[src/rtl/imem_fetch_ctrl.sv]
// Dual-wide instruction fetch sequencer: owns the PC, issues two imem reads per cycle, queues returns for dispatch.
// Latency: issue to dispatch 2 cycles; backpressure via occupancy-based issue throttle. Optional halt: IMEM_FETCH_HALT_EN.
module imem_fetch_ctrl #(
    parameter int ADDR_W = 4,
    parameter int DEPTH  = 8,
    parameter int DATA_W = 32
) (
    input  logic                       clk,
    input  logic                       reset,
    input  logic                       fetch_en,
    input  logic                       redirect,
    input  logic [ADDR_W-1:0]          redirect_pc,
    output logic [ADDR_W-1:0]          imem_addr1,
    output logic [ADDR_W-1:0]          imem_addr2,
    input  logic [DATA_W-1:0]          imem_data1,
    input  logic [DATA_W-1:0]          imem_data2,
    output logic                       deq_valid0,
    output logic                       deq_valid1,
    output logic [DATA_W-1:0]          deq_inst0,
    output logic [DATA_W-1:0]          deq_inst1,
    output logic [ADDR_W-1:0]          deq_pc0,
    output logic [ADDR_W-1:0]          deq_pc1,
    input  logic [1:0]                 deq_count,
    output logic [$clog2(DEPTH):0]     q_count,
    output logic                       halted
);
    localparam int PW = $clog2(DEPTH);
    localparam int CW = PW + 1;

    typedef enum logic [1:0] {S_IDLE, S_FETCH, S_HALT} state_t;

    state_t            state_q, state_d;
    logic [ADDR_W-1:0] pc_q, pc_d;
    logic [ADDR_W-1:0] fpc_q, fpc_d;
    logic              inflight_q, inflight_d;
    logic [PW-1:0]     head_q, head_d, tail_q, tail_d;
    logic [CW-1:0]     count_q, count_d;
    logic [DATA_W-1:0] mem_q [DEPTH];
    logic [ADDR_W-1:0] mpc_q [DEPTH];

    logic              ret_ok, halt1, halt2, halt_hit, issue;
    logic [1:0]        enq_n, deq_n, avail2;
    logic [CW:0]       need_w;

    assign imem_addr1 = pc_q;
    assign imem_addr2 = pc_q + ADDR_W'(1);

`ifdef IMEM_FETCH_HALT_EN
    assign halt1  = (imem_data1 == {DATA_W{1'b1}});
    assign halt2  = (imem_data2 == {DATA_W{1'b1}});
    assign halted = (state_q == S_HALT);
`else
    assign halt1  = 1'b0;
    assign halt2  = 1'b0;
    assign halted = 1'b0;
`endif

    always_comb begin
        state_d    = state_q;
        pc_d       = pc_q;
        fpc_d      = fpc_q;
        inflight_d = 1'b0;
        head_d     = head_q;
        tail_d     = tail_q;
        count_d    = count_q;
        enq_n      = 2'd0;
        deq_n      = 2'd0;

        ret_ok   = inflight_q && !redirect;
        halt_hit = ret_ok && (halt1 || halt2);
        if (ret_ok) begin
            // A halt in the first slot makes the second word younger, so it is dropped.
            enq_n = halt1 ? 2'd1 : 2'd2;
        end

        avail2 = (count_q >= CW'(2)) ? 2'd2 : count_q[1:0];
        if (!redirect) begin
            deq_n = (deq_count > avail2) ? avail2 : deq_count;
        end

        need_w = {1'b0, count_q} + {{(CW-1){1'b0}}, inflight_q, 1'b0};
        issue  = (state_q == S_FETCH) && fetch_en && !redirect && !halt_hit &&
                 (need_w <= (CW+1)'(DEPTH - 2));

        case (state_q)
            S_IDLE:  if (fetch_en) state_d = S_FETCH;
            S_FETCH: if (!fetch_en) state_d = S_IDLE;
            S_HALT:  if (redirect) state_d = S_FETCH;
            default: state_d = S_IDLE;
        endcase
        if (halt_hit) state_d = S_HALT;

        if (issue) begin
            pc_d       = pc_q + ADDR_W'(2);
            fpc_d      = pc_q;
            inflight_d = 1'b1;
        end

        head_d  = head_q + PW'(deq_n);
        tail_d  = tail_q + PW'(enq_n);
        count_d = count_q + CW'(enq_n) - CW'(deq_n);

        if (redirect) begin
            pc_d    = redirect_pc;
            head_d  = '0;
            tail_d  = '0;
            count_d = '0;
        end
    end

    always_ff @(posedge clk) begin
        if (reset) begin
            state_q    <= S_IDLE;
            pc_q       <= '0;
            fpc_q      <= '0;
            inflight_q <= 1'b0;
            head_q     <= '0;
            tail_q     <= '0;
            count_q    <= '0;
        end else begin
            state_q    <= state_d;
            pc_q       <= pc_d;
            fpc_q      <= fpc_d;
            inflight_q <= inflight_d;
            head_q     <= head_d;
            tail_q     <= tail_d;
            count_q    <= count_d;
        end
    end

    // Storage needs no reset: entries are only observed through the count.
    always_ff @(posedge clk) begin
        if (enq_n != 2'd0) begin
            mem_q[tail_q] <= imem_data1;
            mpc_q[tail_q] <= fpc_q;
        end
        if (enq_n == 2'd2) begin
            mem_q[tail_q + PW'(1)] <= imem_data2;
            mpc_q[tail_q + PW'(1)] <= fpc_q + ADDR_W'(1);
        end
    end

    assign q_count    = count_q;
    assign deq_valid0 = (count_q != '0);
    assign deq_valid1 = (count_q >= CW'(2));
    assign deq_inst0  = deq_valid0 ? mem_q[head_q] : '0;
    assign deq_inst1  = deq_valid1 ? mem_q[head_q + PW'(1)] : '0;
    assign deq_pc0    = deq_valid0 ? mpc_q[head_q] : '0;
    assign deq_pc1    = deq_valid1 ? mpc_q[head_q + PW'(1)] : '0;
endmodule

[config.mk]
export PLATFORM = sky130hd
export DESIGN_NAME = imem_fetch_ctrl
export DESIGN_NICKNAME = d
export VERILOG_FILES = /design/src/rtl/imem_fetch_ctrl.sv
export SDC_FILE = /design/constraint.sdc
export NUM_CORES = 1
export LEC_CHECK = 0
export BUFFER_PORTS_ARGS = -buffer_cell sky130_fd_sc_hd__buf_2
export CAP_MARGIN = 20
export CORE_ASPECT_RATIO = 1.75
export CORE_MARGIN = 2
export CORE_UTILIZATION = 40
export CTS_CLUSTER_DIAMETER = 60
export CTS_CLUSTER_SIZE = 28
export DETAILED_ROUTE_END_ITERATION = 12
export GPL_ROUTABILITY_DRIVEN = 0
export HOLD_SLACK_MARGIN = 0.03
export PLACE_DENSITY_LB_ADDON = 0.2
export SYNTH_ARGS = -nofsm -noshare
export SYNTH_HDL_FRONTEND = slang
export SYNTH_SLANG_ARGS = --single-unit
[constraint.sdc]
create_clock -name clk -period 4.55 [get_ports clk]
set_clock_uncertainty 0.15 [all_clocks]
set_input_delay 0.455 -clock clk [delete_from_list [all_inputs] [get_ports clk]]
set_output_delay 0.455 -clock clk [all_outputs]
set_load 0.03 [all_outputs]
==> impl_results.md, run 1 <==
- Final period util: 0.810
- Mapped Nets: 1,117
- Row count: 97
- P_leak: 6.08 nW
- Average routed wire per standard cell: 22.1 µm
- Setup Fix Bufs, Post-CTS: 0
- Rel. slew slack: 0.511
- Remaining DRCs: 0
- Fill count: 3,629
- Syn_area_per_cell: 15.7 µm²
- Port Buffers: 159
- Gr usage total: 0.177
- CP startpoint kind: flop
- Max_cap viols: 0
- Synth Register Bits: 307
- Largest net degree at the start of global routing: 94
- Post-cts sizing count: 0
- Fin. max-slew vios: 0
- FF-to-FF Start: q_count[2]$_SDFF_PP0_
- Most common cell after layout, fill and taps aside: edfxtp_1
- Core ar.: 0.0398 mm²
- Nets@finish: 1,246
- Max Fclk: 271 MHz
- CTS H-Tree Depth: 1
- Outcome: completed
- Netlist Area Pre-Place: 0.0160 mm²
- Post-route ant nets: 0
- Endpoints failing setup: 0
- Syn Inst Count: 1,024
- Crit Path Class: reg2out
- Crit Path Max Fanout: 22
- Vias/cell: 5.58
- Die Y: 269 µm
- Clock Pin Slew Worst Setup and Hold Paths: 0.11 ns
- Antenna violations before repair: 5
- Vias in the first global route: 9,755
- Die area: 0.0418 mm²
- First-pass GRT wire length: 56.3 mm
- CP required: 3.94 ns
- Layout Cells excl Fill: 1,659
- Iter 0 DRT Violations: 477
- 1st-pass router iterations: 7
- Peak supply drop: 217 µV
- Via count: 9,261
- CTS sink count: 307
- # IOs: 161
- CTS max path bufs: 3
- Share of cells above drive strength 1: 0.398
- Synthesis-to-layout area growth: 11.7%
- CTS Buf Count: 16
- Worst Max-Slew Pin Slew: 0.732 ns
- Fin. Hold Viols: 0
- Power per Cell Area: 389 mW/mm²
- CP endpoint kind: output pin
- Final TNS setup: 0 ns
- Crit path time final: 3.68 ns
- Syn. warnings: 0
- Dpl hpwl: 23.4 mm
- Hold Path Class: in2reg
- Final wirelength: 36.7 mm
- Worst-Skew Late Latency: 0.51 ns
- TritonCTS clock tree: yes
- DP Cell Count: 1,627
- Initial core utilization: 0.403
- Crit path DAT: 3.08 ns
- Die width: 155 µm
- Total power: 0.00698 W
- Hold path startpoint: imem_data1[23]
- Hold_buf cts: 3
- Seq/Total Area, Yosys: 0.563
- Reg2reg setup slack: 1.18 ns
- Total grt overflow: 0
- RSZ-0062 raised after global routing: no
- Root buffer cell: clkbuf_16
- Post-synthesis cell type count: 37
- Launch point of the worst path: head_q[1]$_SDFF_PP0_
- Commonest non-fill, non-tap cells in the layout: 288 x edfxtp_1, 178 x nand2_1, 159 x buf_2, 144 x mux4_2, 99 x mux2_2
## per-stage QoR
step                      setup slack (ns)  hold slack (ns)  area [µm²]  utilization
after global placement                1.21            0.358       17400        0.436
final                                0.865           0.0484       17900        0.450
after CTS                            0.733           0.0331       17900        0.450
after floorplan                       1.25            0.308       16000            -
after global routing                 0.731           0.0340       17900        0.450
after detailed placement              1.20            0.362       17400        0.436
## path summary, 6_finish.rpt
| kind | to | cells after the start |
|---|---|---|
| max reg2reg | q_count[3]$_SDFF_PP0_ | 18 |
| max | deq_inst1[3] | 6 |
| min | mem_q[4][23]$_DFFE_PP_ | 1 |
| min reg2reg | state_q[0]$_SDFFE_PP0P_ | 2 |
## Yosys cell counts
cell        n  area [µm²]
a211oi_1    2        15.0
a21oi_1    36         180
a311oi_1    1        8.76
and2_1      3        18.8
buf_2      34         170
buf_4       8        60.1
buf_6      10         113
buf_8       1        15.0
clkbuf_1   19        71.3
clkbuf_2    2        10.0
conb_1      1        3.75
dfxtp_1    19         380
edfxtp_1  288        8650
fa_1        3        60.1
ha_1       16         200
inv_1      19        71.3
inv_2       1        3.75
mux2_2     99        1110
mux2i_1    43         430
mux4_2    144        3240
nand2_1   178         668
nand2b_1    1        6.26
nand3_1     2        10.0
nand3_2     1        10.0
nand4_1     2        12.5
nand4_2     1        12.5
nor2_1     58         218
nor2b_1     2        12.5
nor3_4      1        16.3
nor3b_2     2        25.0
nor4_1      1        6.26
o21ai_0     1        5.00
o22ai_1     1        6.26
or2_2       1        6.26
or3_1       1        6.26
xnor2_1    13         114
xor2_1      9        78.8
## flip-flops by register name, summed over array words and instances, names as in the netlist
signal and count:
tail_q 2, imem_addr1 4, mem_q 256, fpc_q 4
q_count 4, head_q 3, state_q 1, inflight_q 1
mpc_q 32
## area by class of cell
class / count / area, µm² / share of cell area
timing repair buffer: 185 / 1110 / 0.0620
multi-input combinational: 623 / 6560 / 0.366
sequential: 307 / 9040 / 0.505
tap: 495 / 619 / 0.0346
inverter: 20 / 77.6 / 0.00433
clock buffer: 21 / 440 / 0.0246
antenna: 1 / 2.50 / 0.000140
clock inverter: 7 / 68.8 / 0.00384
## critical path: stages (launching register included)
cell and delay, ns:
dfxtp_4 0.65, ha_4 0.25, xor2_4 0.59, buf_4 0.39, nand2_1 0.09, a21oi_1 0.32, buf_2 0.27
## power breakdown
part / switching [W] / internal, W / total, W
Clock: 0.000929 / 0.000722 / 0.00165
Sequential: 0.0000458 / 0.00312 / 0.00316
Combinational: 0.00144 / 0.000724 / 0.00216
Total: 0.00241 / 0.00456 / 0.00698
## layer usage
| metal | global-route usage | up-vias | wire length, µm |
|---|---|---|---|
| met5 | 0 | - | 59 |
| met4 | 0.0424 | 8 | 626 |
| li1 | - | 4206 | - |
| met1 | 0.204 | 4825 | 13900 |
| met2 | 0.344 | 178 | 20700 |
| met3 | 0.0217 | 44 | 1420 |
## kinds of logic (layout without fill, tap and decap cells)
family                   after synthesis  after routing  synth area share
flip-flops                           307            307             0.563
multiplexers                         286            286             0.299
AND/OR/NAND/NOR                      254            254            0.0642
buffers and inverters                 94            233            0.0321
AO/OA/AOI/OAI                         41             41            0.0134
XOR/XNOR                              22             22            0.0120
adder cells (fa/ha/maj)               19             19            0.0162
other                                  1              2          0.000234
Power figures use the tool's default switching activity.
==> inputs of run 2 (changes only) <==
clock period = 2.9 ns   (was 4.55 ns; I/O delays follow)
==> impl_results.md, run 2 (synthesis gave the netlist of run 1 again) <==
- Outcome: completed
- Fin. Hold Viols: 0 (unchanged)
- Average routed wire per standard cell: 21.8 µm (-1.4%)
- Synthesis-to-layout area growth: 21.3%
- Clock Pin Slew Worst Setup and Hold Paths: 0.09 ns (-0.02 ns)
- Antenna violations before repair: 3 (-2)
- Largest Register: mem_q
- Iter 0 DRT Violations: 541 (+13%)
- Worst-Skew Late Latency: 0.52 ns (about the same)
- CTS Buf Count: 18 (+2)
- Dpl ws: 0.0138 ns (-1.18 ns)
- P_leak: 6.73 nW (+11%)
- Most common cell after layout, fill and taps aside: edfxtp_1
- Worst path slowest cell: mux4_2
- Final WS setup: 0.000508 ns (-0.865 ns)
- CP endpoint kind: output pin
- Worst path cell trace: ha_4, bufbuf_16, mux4_2, nand2_1, a21oi_1, buf_2
- Crit Path Max Fanout: 17 (-23%)
- Largest stage delay on the critical path: 0.50 ns (-0.15 ns)
- Endpoints failing setup: 0 (unchanged)
- Via count: 9,661 (+4.3%)
- Final period util: 1.00
- Core Util, Final: 0.488 (+0.0385)
- Crit path time final: 2.90 ns
- Port Buffers: 159 (unchanged)
- Crit-path leading delay family: buffers and inverters
- Largest net degree at the start of global routing: 57 (-39%)
- Die Y: 269 µm (unchanged)
- Post-route ant nets: 0 (unchanged)
- Nets@finish: 1,358 (+9.0%)
- Max FFs per register: 256 (unchanged)
- Total grt overflow: 0 (unchanged)
- Fin. max-slew vios: 0 (unchanged)
- Final wirelength: 38.7 mm (+5.5%)
- Crit Path Class: reg2out
- CTS H-Tree Depth: 1 (unchanged)
- Dpl hpwl: 24.4 mm (+4.5%)
- TritonCTS clock tree: yes
- Remaining DRCs: 0 (unchanged)
- Hold Path Class: in2reg
- Initial core utilization: 0.403 (unchanged)
- Root buffer cell: clkbuf_16
- Core ar.: 0.0398 mm² (unchanged)
- Vias/cell: 5.45 (-2.4%)
- Commonest non-fill, non-tap cells in the layout: 288 x edfxtp_1, 177 x nand2_1, 148 x buf_2, 144 x mux4_2, 99 x mux2_2
- First-pass GRT wire length: 57.9 mm (+2.8%)
- Worst Max-Slew Pin Slew: 0.600 ns (-0.132 ns)
- Power per Cell Area: 598 mW/mm² (+54%)
- Vias in the first global route: 10,100 (+3.5%)
- Final TNS setup: 0 ns (unchanged)
- Crit path DAT: 2.46 ns (-0.62 ns)
- Gr usage total: 0.183 (+0.00637)
- CP required: 2.46 ns (-1.48 ns)
- Top flop regs: mem_q: 256 flops, mpc_q: 32 flops
- Max Fclk: 345 MHz
- CTS sink count: 307 (unchanged)
- RSZ-0062 raised after global routing: yes
- Rel. slew slack: 0.600 (+0.0888)
- Die width: 155 µm (unchanged)
- CP startpoint kind: flop
- Crit path buf inv count: 2 (unchanged)
- 1st-pass router iterations: 4 (-3)
- Row count: 97 (unchanged)
- CTS max path bufs: 3 (unchanged)
- Max_cap viols: 0 (unchanged)
- Die area: 0.0418 mm² (unchanged)
- Peak supply drop: 403 µV (+85%)
- # IOs: 161 (unchanged)
- Share of cells above drive strength 1: 0.410 (+0.0122)
run 2: per-layer routing:
layer,routed length [µm],up-vias,global-route usage
li1,-,4439,-
met4,692,2,0.0479
met2,21900,186,0.351
met1,14900,5001,0.217
met5,11,-,0
met3,1300,33,0.0190
run 2: path summary, 6_finish.rpt:
check                     startpoint  cells past startpoint  slack, ns                 endpoint
max             head_q[1]$_SDFF_PP0_                      6     0.0005            deq_inst1[15]
min                         redirect                      3       0.05     tail_q[1]$_SDFF_PP0_
max reg2reg    q_count[3]$_SDFF_PP0_                     16       0.14    q_count[2]$_SDFF_PP0_
min reg2reg  state_q[0]$_SDFFE_PP0P_                      2       0.38  state_q[0]$_SDFFE_PP0P_
run 2: worst reg2reg max path, stage by stage (launching register included):
cell     delay [ns]
dfxtp_4        0.37
inv_4          0.06
ha_4           0.11
nor2b_4        0.19
inv_2          0.07
nor2_4         0.14
ha_4           0.14
inv_1          0.04
o22ai_2        0.16
mux2i_1        0.20
nor2_1         0.08
ha_2           0.18
inv_2          0.06
ha_4           0.12
inv_2          0.03
fa_2           0.52
nor2_1         0.05
run 2: power breakdown:
part | internal, W | total (W) | switching [W]
clock | 0.00136 | 0.00290 | 0.00154
sequential | 0.00490 | 0.00495 | 0.0000528
combinational | 0.00143 | 0.00378 | 0.00236
total | 0.00768 | 0.0116 | 0.00395
run 2: through the flow:
step                      hold WS, ns  total power, W  area [µm²]  instances
after global routing           0.0810          0.0121       19400       1774
final                          0.0484          0.0116       19400       1774
after global placement          0.353         0.00853       17600       1641
after floorplan                 0.239         0.00736       16100       1024
after CTS                      0.0400          0.0116       19100       1750
after detailed placement        0.370         0.00854       17600       1641
run 2: area by class of cell:
| type | count | area (µm²) |
|---|---|---|
| antenna | 2 | 5.00 |
| fill | 3470 | 20400 |
| sequential | 307 | 9050 |
| tap | 495 | 619 |
| timing repair buffer | 295 | 2450 |
| clock inverter | 11 | 139 |
| inverter | 20 | 80.1 |
| multi-input combinational | 623 | 6620 |
| clock buffer | 21 | 483 |
run 2: timing repair:
action / 4_1_cts / 5_1_grt
hold endpoints to repair: 266 / 0
setup buffers: 0 / 18
pin swaps: 0 / 7
cloned: 2 / 4
endpoints found under the setup margin: 24 / 37
hold buffers: 75 / 0
resized for setup: 8 / 31
